--- src/rtl/pc_unit_pkg.sv ---
// Shared MIPS fetch-stage definitions: default widths, exception vector,
// FSM state encoding and next-PC source selection.
package pc_unit_pkg;

  localparam int unsigned MIPS_DATA_WIDTH = 32;
  localparam logic [31:0] MIPS_EXC_VECTOR = 32'h0000_0080;

  typedef enum logic [1:0] {
    ST_IDLE   = 2'd0,
    ST_RUN    = 2'd1,
    ST_HALTED = 2'd2
  } pc_state_e;

  typedef enum logic [2:0] {
    SEL_EXC    = 3'd0,
    SEL_BRANCH = 3'd1,
    SEL_JUMP   = 3'd2,
    SEL_STALL  = 3'd3,
    SEL_HALT   = 3'd4,
    SEL_SEQ    = 3'd5
  } pc_sel_e;

endpackage

--- src/rtl/pc_unit_next_mux.sv ---
// Combinational next-PC selection: exception > branch > jump > stall > halt > pc+4.
module pc_next_mux
  import pc_unit_pkg::*;
#(
  parameter int unsigned           DATA_WIDTH = MIPS_DATA_WIDTH,
  parameter logic [DATA_WIDTH-1:0] EXC_VECTOR = DATA_WIDTH'(MIPS_EXC_VECTOR)
) (
  input  logic [DATA_WIDTH-1:0] pc,
  input  logic [DATA_WIDTH-1:0] pc_plus4,
  input  logic                  exception,
  input  logic                  branch_taken,
  input  logic [DATA_WIDTH-1:0] branch_target,
  input  logic                  jump,
  input  logic [DATA_WIDTH-1:0] jump_target,
  input  logic                  stall,
  input  logic                  halt,
  output logic [DATA_WIDTH-1:0] next_pc,
  output pc_sel_e               sel
);

  localparam logic [DATA_WIDTH-1:0] ALIGN_MASK = ~DATA_WIDTH'(3);

  always_comb begin
    next_pc = pc_plus4;
    sel     = SEL_SEQ;
    if (exception) begin
      next_pc = EXC_VECTOR & ALIGN_MASK;
      sel     = SEL_EXC;
    end else if (branch_taken) begin
      next_pc = branch_target & ALIGN_MASK;
      sel     = SEL_BRANCH;
    end else if (jump) begin
      next_pc = jump_target & ALIGN_MASK;
      sel     = SEL_JUMP;
    end else if (stall) begin
      next_pc = pc;
      sel     = SEL_STALL;
    end else if (halt) begin
      next_pc = pc;
      sel     = SEL_HALT;
    end
  end

endmodule

--- src/rtl/pc_unit.sv ---
// Program counter with IDLE/RUN/HALTED control, single-step support and a
// saturating count of fetch cycles.
module pc_unit
  import pc_unit_pkg::*;
#(
  parameter int unsigned           DATA_WIDTH   = MIPS_DATA_WIDTH,
  parameter logic [DATA_WIDTH-1:0] RESET_VECTOR = '0,
  parameter logic [DATA_WIDTH-1:0] EXC_VECTOR   = DATA_WIDTH'(MIPS_EXC_VECTOR),
  parameter int unsigned           CNT_WIDTH    = 32
) (
  input  logic                  i_clock,
  input  logic                  i_reset,
  input  logic                  i_start,
  input  logic                  i_step_mode,
  input  logic                  i_step,
  input  logic                  i_stall,
  input  logic                  i_halt,
  input  logic                  i_exception,
  input  logic                  i_branch_taken,
  input  logic [DATA_WIDTH-1:0] i_branch_target,
  input  logic                  i_jump,
  input  logic [DATA_WIDTH-1:0] i_jump_target,
  output logic [DATA_WIDTH-1:0] o_pc,
  output logic [DATA_WIDTH-1:0] o_pc_plus4,
  output logic                  o_fetch_en,
  output logic                  o_halted,
  output logic [1:0]            o_state,
  output logic [CNT_WIDTH-1:0]  o_fetch_count
);

  localparam logic [DATA_WIDTH-1:0] RESET_PC = RESET_VECTOR & ~DATA_WIDTH'(3);

  pc_state_e             state_q, state_d;
  logic [DATA_WIDTH-1:0] pc_q;
  logic [DATA_WIDTH-1:0] next_pc;
  logic [CNT_WIDTH-1:0]  cnt_q;
  pc_sel_e               sel;

  assign o_fetch_en    = (state_q == ST_RUN) && (!i_step_mode || i_step);
  assign o_pc          = pc_q;
  assign o_pc_plus4    = pc_q + DATA_WIDTH'(4);
  assign o_halted      = (state_q == ST_HALTED);
  assign o_state       = state_q;
  assign o_fetch_count = cnt_q;

  pc_next_mux #(
    .DATA_WIDTH (DATA_WIDTH),
    .EXC_VECTOR (EXC_VECTOR)
  ) u_next_mux (
    .pc            (pc_q),
    .pc_plus4      (o_pc_plus4),
    .exception     (i_exception),
    .branch_taken  (i_branch_taken),
    .branch_target (i_branch_target),
    .jump          (i_jump),
    .jump_target   (i_jump_target),
    .stall         (i_stall),
    .halt          (i_halt),
    .next_pc       (next_pc),
    .sel           (sel)
  );

  always_comb begin
    state_d = state_q;
    case (state_q)
      ST_IDLE:   if (i_start) state_d = ST_RUN;
      // Halt only wins when nothing above it in the priority chain claimed the cycle.
      ST_RUN:    if (o_fetch_en && sel == SEL_HALT) state_d = ST_HALTED;
      ST_HALTED: state_d = ST_HALTED;
      default:   state_d = ST_IDLE;
    endcase
  end

  always_ff @(posedge i_clock) begin
    if (i_reset) begin
      state_q <= ST_IDLE;
      pc_q    <= RESET_PC;
      cnt_q   <= '0;
    end else begin
      state_q <= state_d;
      if (o_fetch_en) begin
        pc_q <= next_pc;
        if (cnt_q != '1) cnt_q <= cnt_q + CNT_WIDTH'(1);
      end
    end
  end

endmodule

--- config.mk ---
export PLATFORM = sky130hd
export DESIGN_NAME = pc_unit
export DESIGN_NICKNAME = d
export VERILOG_FILES = /design/src/rtl/pc_unit_pkg.sv /design/src/rtl/pc_unit_next_mux.sv /design/src/rtl/pc_unit.sv
export SDC_FILE = /design/constraint.sdc
export NUM_CORES = 1
export LEC_CHECK = 0
export BUFFER_PORTS_ARGS = -buffer_cell sky130_fd_sc_hd__buf_4
export CAP_MARGIN = 20
export CORE_ASPECT_RATIO = 1.1
export CORE_UTILIZATION = 48
export DETAILED_ROUTE_END_ITERATION = 10
export PLACE_DENSITY = 0.8
export SKIP_LAST_GASP = 1
export SYNTH_ARGS = -nofsm -noshare
export SYNTH_HDL_FRONTEND = slang
export SYNTH_SLANG_ARGS = --single-unit
--- constraint.sdc ---
create_clock -name i_clock -period 4.7 [get_ports i_clock]
set_clock_uncertainty 0.1 [all_clocks]
set_input_delay 0.47 -clock i_clock [delete_from_list [all_inputs] [get_ports i_clock]]
set_output_delay 0.47 -clock i_clock [all_outputs]
set_load 0.03 [all_outputs]
=== Word level (Yosys, flattened, before mapping) ===
Index checks and enable logic that the tools add are counted.

* Logic and storage cells: 34
* Output and inout bits: 100
* Register bits after elaboration: 66

* Eq/ne operators: 8
* Reductions and logical operators: 8
* Add/sub/neg operators: 2
* Mux-type cells: 13

{| class="wikitable"
|+ Operators by type and width
! cell !! count
|-
| 32-bit 2-to-1 mux || 5
|-
| 32-bit by 1-bit adder with 32-bit output, second input constant || 1
|-
| 32-bit by 3-bit adder with 32-bit output, second input constant || 1
|-
| 32-bit inequality test, second input constant || 1
|-
| 3-bit 2-to-1 mux || 4
|-
| 4-bit by 1-bit inequality test with 1-bit output, second input constant || 2
|-
| 2-bit case mux with 3 select lines || 1
|-
| 2-bit 2-to-1 mux || 2
|-
| 2-bit AND reduction || 2
|-
| 3-bit == test, second input constant || 1
|-
| 3-bit AND reduction || 1
|-
| 2-bit by 1-bit == test with 1-bit output, second input constant || 1
|-
| 2-bit == test, second input constant || 1
|-
| 1-bit logical AND || 2
|-
| 2-bit zero test || 1
|-
| 2-bit by 1-bit inequality test with 1-bit output, second input constant || 1
|-
| 2-bit inequality test, second input constant || 1
|-
| 1-bit zero test || 1
|-
| 1-bit logical OR || 1
|-
| 1-bit 2-to-1 mux || 1
|}

=== Logic depth before layout (Yosys ltp) ===
* Depth in word-level cells: 9
* Mapped depth: 8

=== Hierarchy ===
Synthesis repeated with hierarchy kept, for this count alone.

* Cells, all modules: 624
* Area, all modules: 4421.7 um2

{| class="wikitable"
|+ By module, submodules not included
! module !! sequential area each (um2) !! area an instance (um2) !! times used !! cells each
|-
| pc_unit || 1321.3 || 3338.2 || 1 || 436
|-
| pc_next_mux || 0.0 || 1083.5 || 1 || 188
|}

=== Worst setup path before layout ===
OpenSTA, ideal clock, no wires.

* Path kind: flip-flop to output port
* Start point: register pc_q[2], in the netlist o_pc[2]
* End point: output port o_pc_plus4[28]
* Cell stages (with the launch flop): 6
* Setup slack: 1.687 ns
* Arrival time: 2.443 ns
* Cells stage by stage: dfxtp_1 ha_1 nand2_1 or4_4 or4_4 xnor2_1

* Word-level cells in the longest chain between the ends: 1

{| class="wikitable"
|+ Ends and longest elaborated chain
! what !! line !! text
|-
| start: declaration || pc_unit.sv:34 || <nowiki>logic [DATA_WIDTH-1:0] pc_q;</nowiki>
|-
| start signal: assignment || pc_unit.sv:82 || <nowiki>pc_q <= next_pc;</nowiki>
|-
| 32-bit by 3-bit adder with 32-bit output || pc_unit.sv:41 || <nowiki>assign o_pc_plus4 = pc_q + DATA_WIDTH'(4);</nowiki>
|-
| end: declaration || pc_unit.sv:24 || <nowiki>output logic [DATA_WIDTH-1:0] o_pc_plus4,</nowiki>
|}

No other way between the ends.

=== Final worst setup path ===
* Start point: register pc_q[2], in the netlist o_pc[2]
* End point: output port o_pc_plus4[20]

The elaborated chain is that of the path after synthesis.

==> impl_metrics.ini <==
[status]
status = complete, no violations

[yosys]
synthArstFlopShare_pct = 0
synth_seq_cells = 64
ys_seq_area_share_pct = 29.3
synth_top_area_share_pct = 29.3
syn_avg_cell_area_sq_um = 7.73
synth-edff-count = 0
ys_types = 67
ys_top_cells_by_area = dfxtp_1, xnor2_1, nand2_1
syn_inst = 566
syn_area_sq_mm = 0.00438
ys.flop_type = dfxtp_1
synth_top_area_cell = dfxtp_1
ys.warnings.count = 0

[floorplan]
die-area_sq_mm = 0.00951
die_h_um = 102
initial_core_util_pct = 49.3
ios = 174
die_w_um = 93.1
rows = 36
core_region_area_sq_mm = 0.00887

[power]
power_frac_clock_pct = 35.9
ir_drop_mv = 0.205
leakage_nw = 2.37
switching_share_pct = 31.7
power_density_mw_per_mm2 = 254
switching_power_mw = 0.472
power_frac_comb_pct = 24.1
p_int_mw = 1.02
seqPwrFrac_pct = 40.0

[sta]
relSlewSlack_pct = 30.2
setup_tns_ps = 0
fin_crit_ps = 3370
rsz0062_at_grt = false
fmax_mhz = 297
worst_pin_slew_ps = 1040
finalMaxSlewViolations = 0
finalHoldViolCount = 0
setup_viol = 0
period_share_pct = 71.7

[routing]
route.vias.total = 5174
drt_pass1_iterations = 5
drc = 0
via_per_inst = 6.23
wl_um = 14600
ant_nets = 0
drt_iter0_drc = 284
avgRoutedWirePerCell_um = 17.6

[critical_path]
reg2reg_to = o_fetch_count[22]
worstSetupPathType = reg -> out
rrSetupSlack_ps = 2080
crit_end = o_pc_plus4[20]
cp_data_arrival_time_ps = 2800
cp_num_cells = 6
cp_cell_sequence = ha_1 -> nand2_1 -> nor4_2 -> a21boi_0 -> or2_2 -> buf_4
critPathLaunchType = flop
r2r-start = o_state[1]
critPathMaxFanout = 10
cp-startpoint = o_pc[2]
cpLargestDelayFamily = simple AND/OR/NAND/NOR gates
cp_slowest_cell = nor4_2
max_stage_delay_ps = 790
worstSetupEndpointType = primary output
r2r_cells = 6
crit_buf_inv = 1
worstPathRequired_ps = 4130

[global_route]
grt_pass1_vias = 4766
grt_max_degree = 55
grt_overflow_total = 0
antenna_found_initial = 0
grtUsageTotal_pct = 30.2
grt_pass1_wl_um = 22900

[layout]
fin_area_sq_mm = 0.00586
layout-drive-gt1-share_pct = 29.5
fill_cells = 782
diodes = 0
final_nets = 790
fin_cells = 830
area_growth_pct = 33.8
final_common_cell = buf_4
final_cell_mix = buf_4, dfxtp_1, nand2_1, nor2_1, o21ai_0

[cts]
cts-root-buf = clkbuf_8
cts_buffers = 9
cts_setup_buffers = 0
ctsHoldBuffers = 0
clkSinkCount = 64
clk_pin_slew_ps = 70
cts_resized = 0
cts_tree = built
clk_path_buf_depth = 2
htree_levels = 3
insertion_delay_ps = 340

[hold_path]
min_from = i_branch_target[19]
hp-class = in -> reg

[placement]
placed_cells = 813
globalplace.congestion = 0.894
io_buffer_count = 165
place_area_sq_mm = 0.00563
dp_hpwl_um = 10500

[job]
maxCapViolations = 0
==> kinds of logic (layout without fill, tap and decap cells) <==
group                      Yosys count  after routing  synth area share, %
AOI/OAI and AO/OA                  151            151                 23.5
xor gates and xnor gates            30             30                 6.00
adders and majority gates            5              5                 1.43
buffers and inverters               58            205                 5.43
DFF                                 64             64                 29.3
muxes                               17             17                 4.09
other                                1              4               0.0857
and+or+nand+nor                    240            240                 30.2
==> flip-flops by register name (all words and copies together) (netlist names) <==
signal         count
o_pc              30
o_state            2
o_fetch_count     32
==> area by class of cell <==
type / instances / area (sq um) / area share (%)
Sequential cell: 64 / 1280 / 21.9
Multi-Input combinational cell: 447 / 2870 / 49.0
Clock inverter: 6 / 82.6 / 1.41
Tap cell: 114 / 143 / 2.43
Inverter: 19 / 71.3 / 1.22
Clock buffer: 10 / 138 / 2.35
Timing Repair Buffer: 170 / 1270 / 21.7
==> power groups by stage <==
| stage | sequential, mW | clock (mW) | combinational (mW) |
|---|---|---|---|
| finish | 0.595 | 0.535 | 0.359 |
| global route | 0.599 | 0.571 | 0.384 |
| CTS | 0.594 | 0.542 | 0.357 |
| detailed placement | 0.607 | 0 | 0.356 |
| global placement | 0.605 | 0 | 0.347 |
| floorplan | 0.637 | 0 | 0.179 |
==> worst min-delay path, cell delays in order <==
cell,delay (ps)
buf_4,80
a32oi_1,70
o21ai_0,70
==> metrics by stage <==
stage | power, mW | util (%) | worst slack [ps] | hold WS (ps)
4_1_cts | 1.49 | 66.0 | 1410 | 272
5_1_grt | 1.55 | 66.0 | 1260 | 289
3_5_place_dp | 0.962 | 63.5 | 1740 | 403
3_3_place_gp | 0.952 | 63.5 | 1820 | 386
2_1_floorplan | 0.816 | - | 1690 | 514
6_report | 1.49 | 66.0 | 1330 | 285
==> Yosys cell counts (all sizes together), types with 10 or more instances <==
cell type,instances
dfxtp,64
nand2,44
nor2,42
o21ai,32
clkbuf,30
nand3,29
a21oi,27
xnor2,25
nand4,22
inv,17
nor3,17
o31ai,15
or3,15
or4,14
nor2b,12
and3,10
mux2i,10
==> layer usage <==
layer | track usage (%) | routed length, um | vias to the layer above
met1 | 35.2 | 5570 | 2431
met5 | 0 | 0 | -
met3 | 6.10 | 1400 | 39
li1 | - | - | 2405
met2 | 53.6 | 7230 | 299
met4 | 13.8 | 426 | 0
==> how the worst min path moves through the flow <==
stage | endpoint | cells after the start | slack, ps
6_report | o_pc[19] | 3 | 280
5_1_grt | o_pc[8] | 3 | 290
4_1_cts | o_pc[19] | 3 | 270
3_5_place_dp | o_fetch_count[27] | 2 | 400
3_3_place_gp | o_fetch_count[27] | 2 | 390
2_1_floorplan | o_fetch_count[27] | 2 | 510
Power figures use the tool's default switching activity.
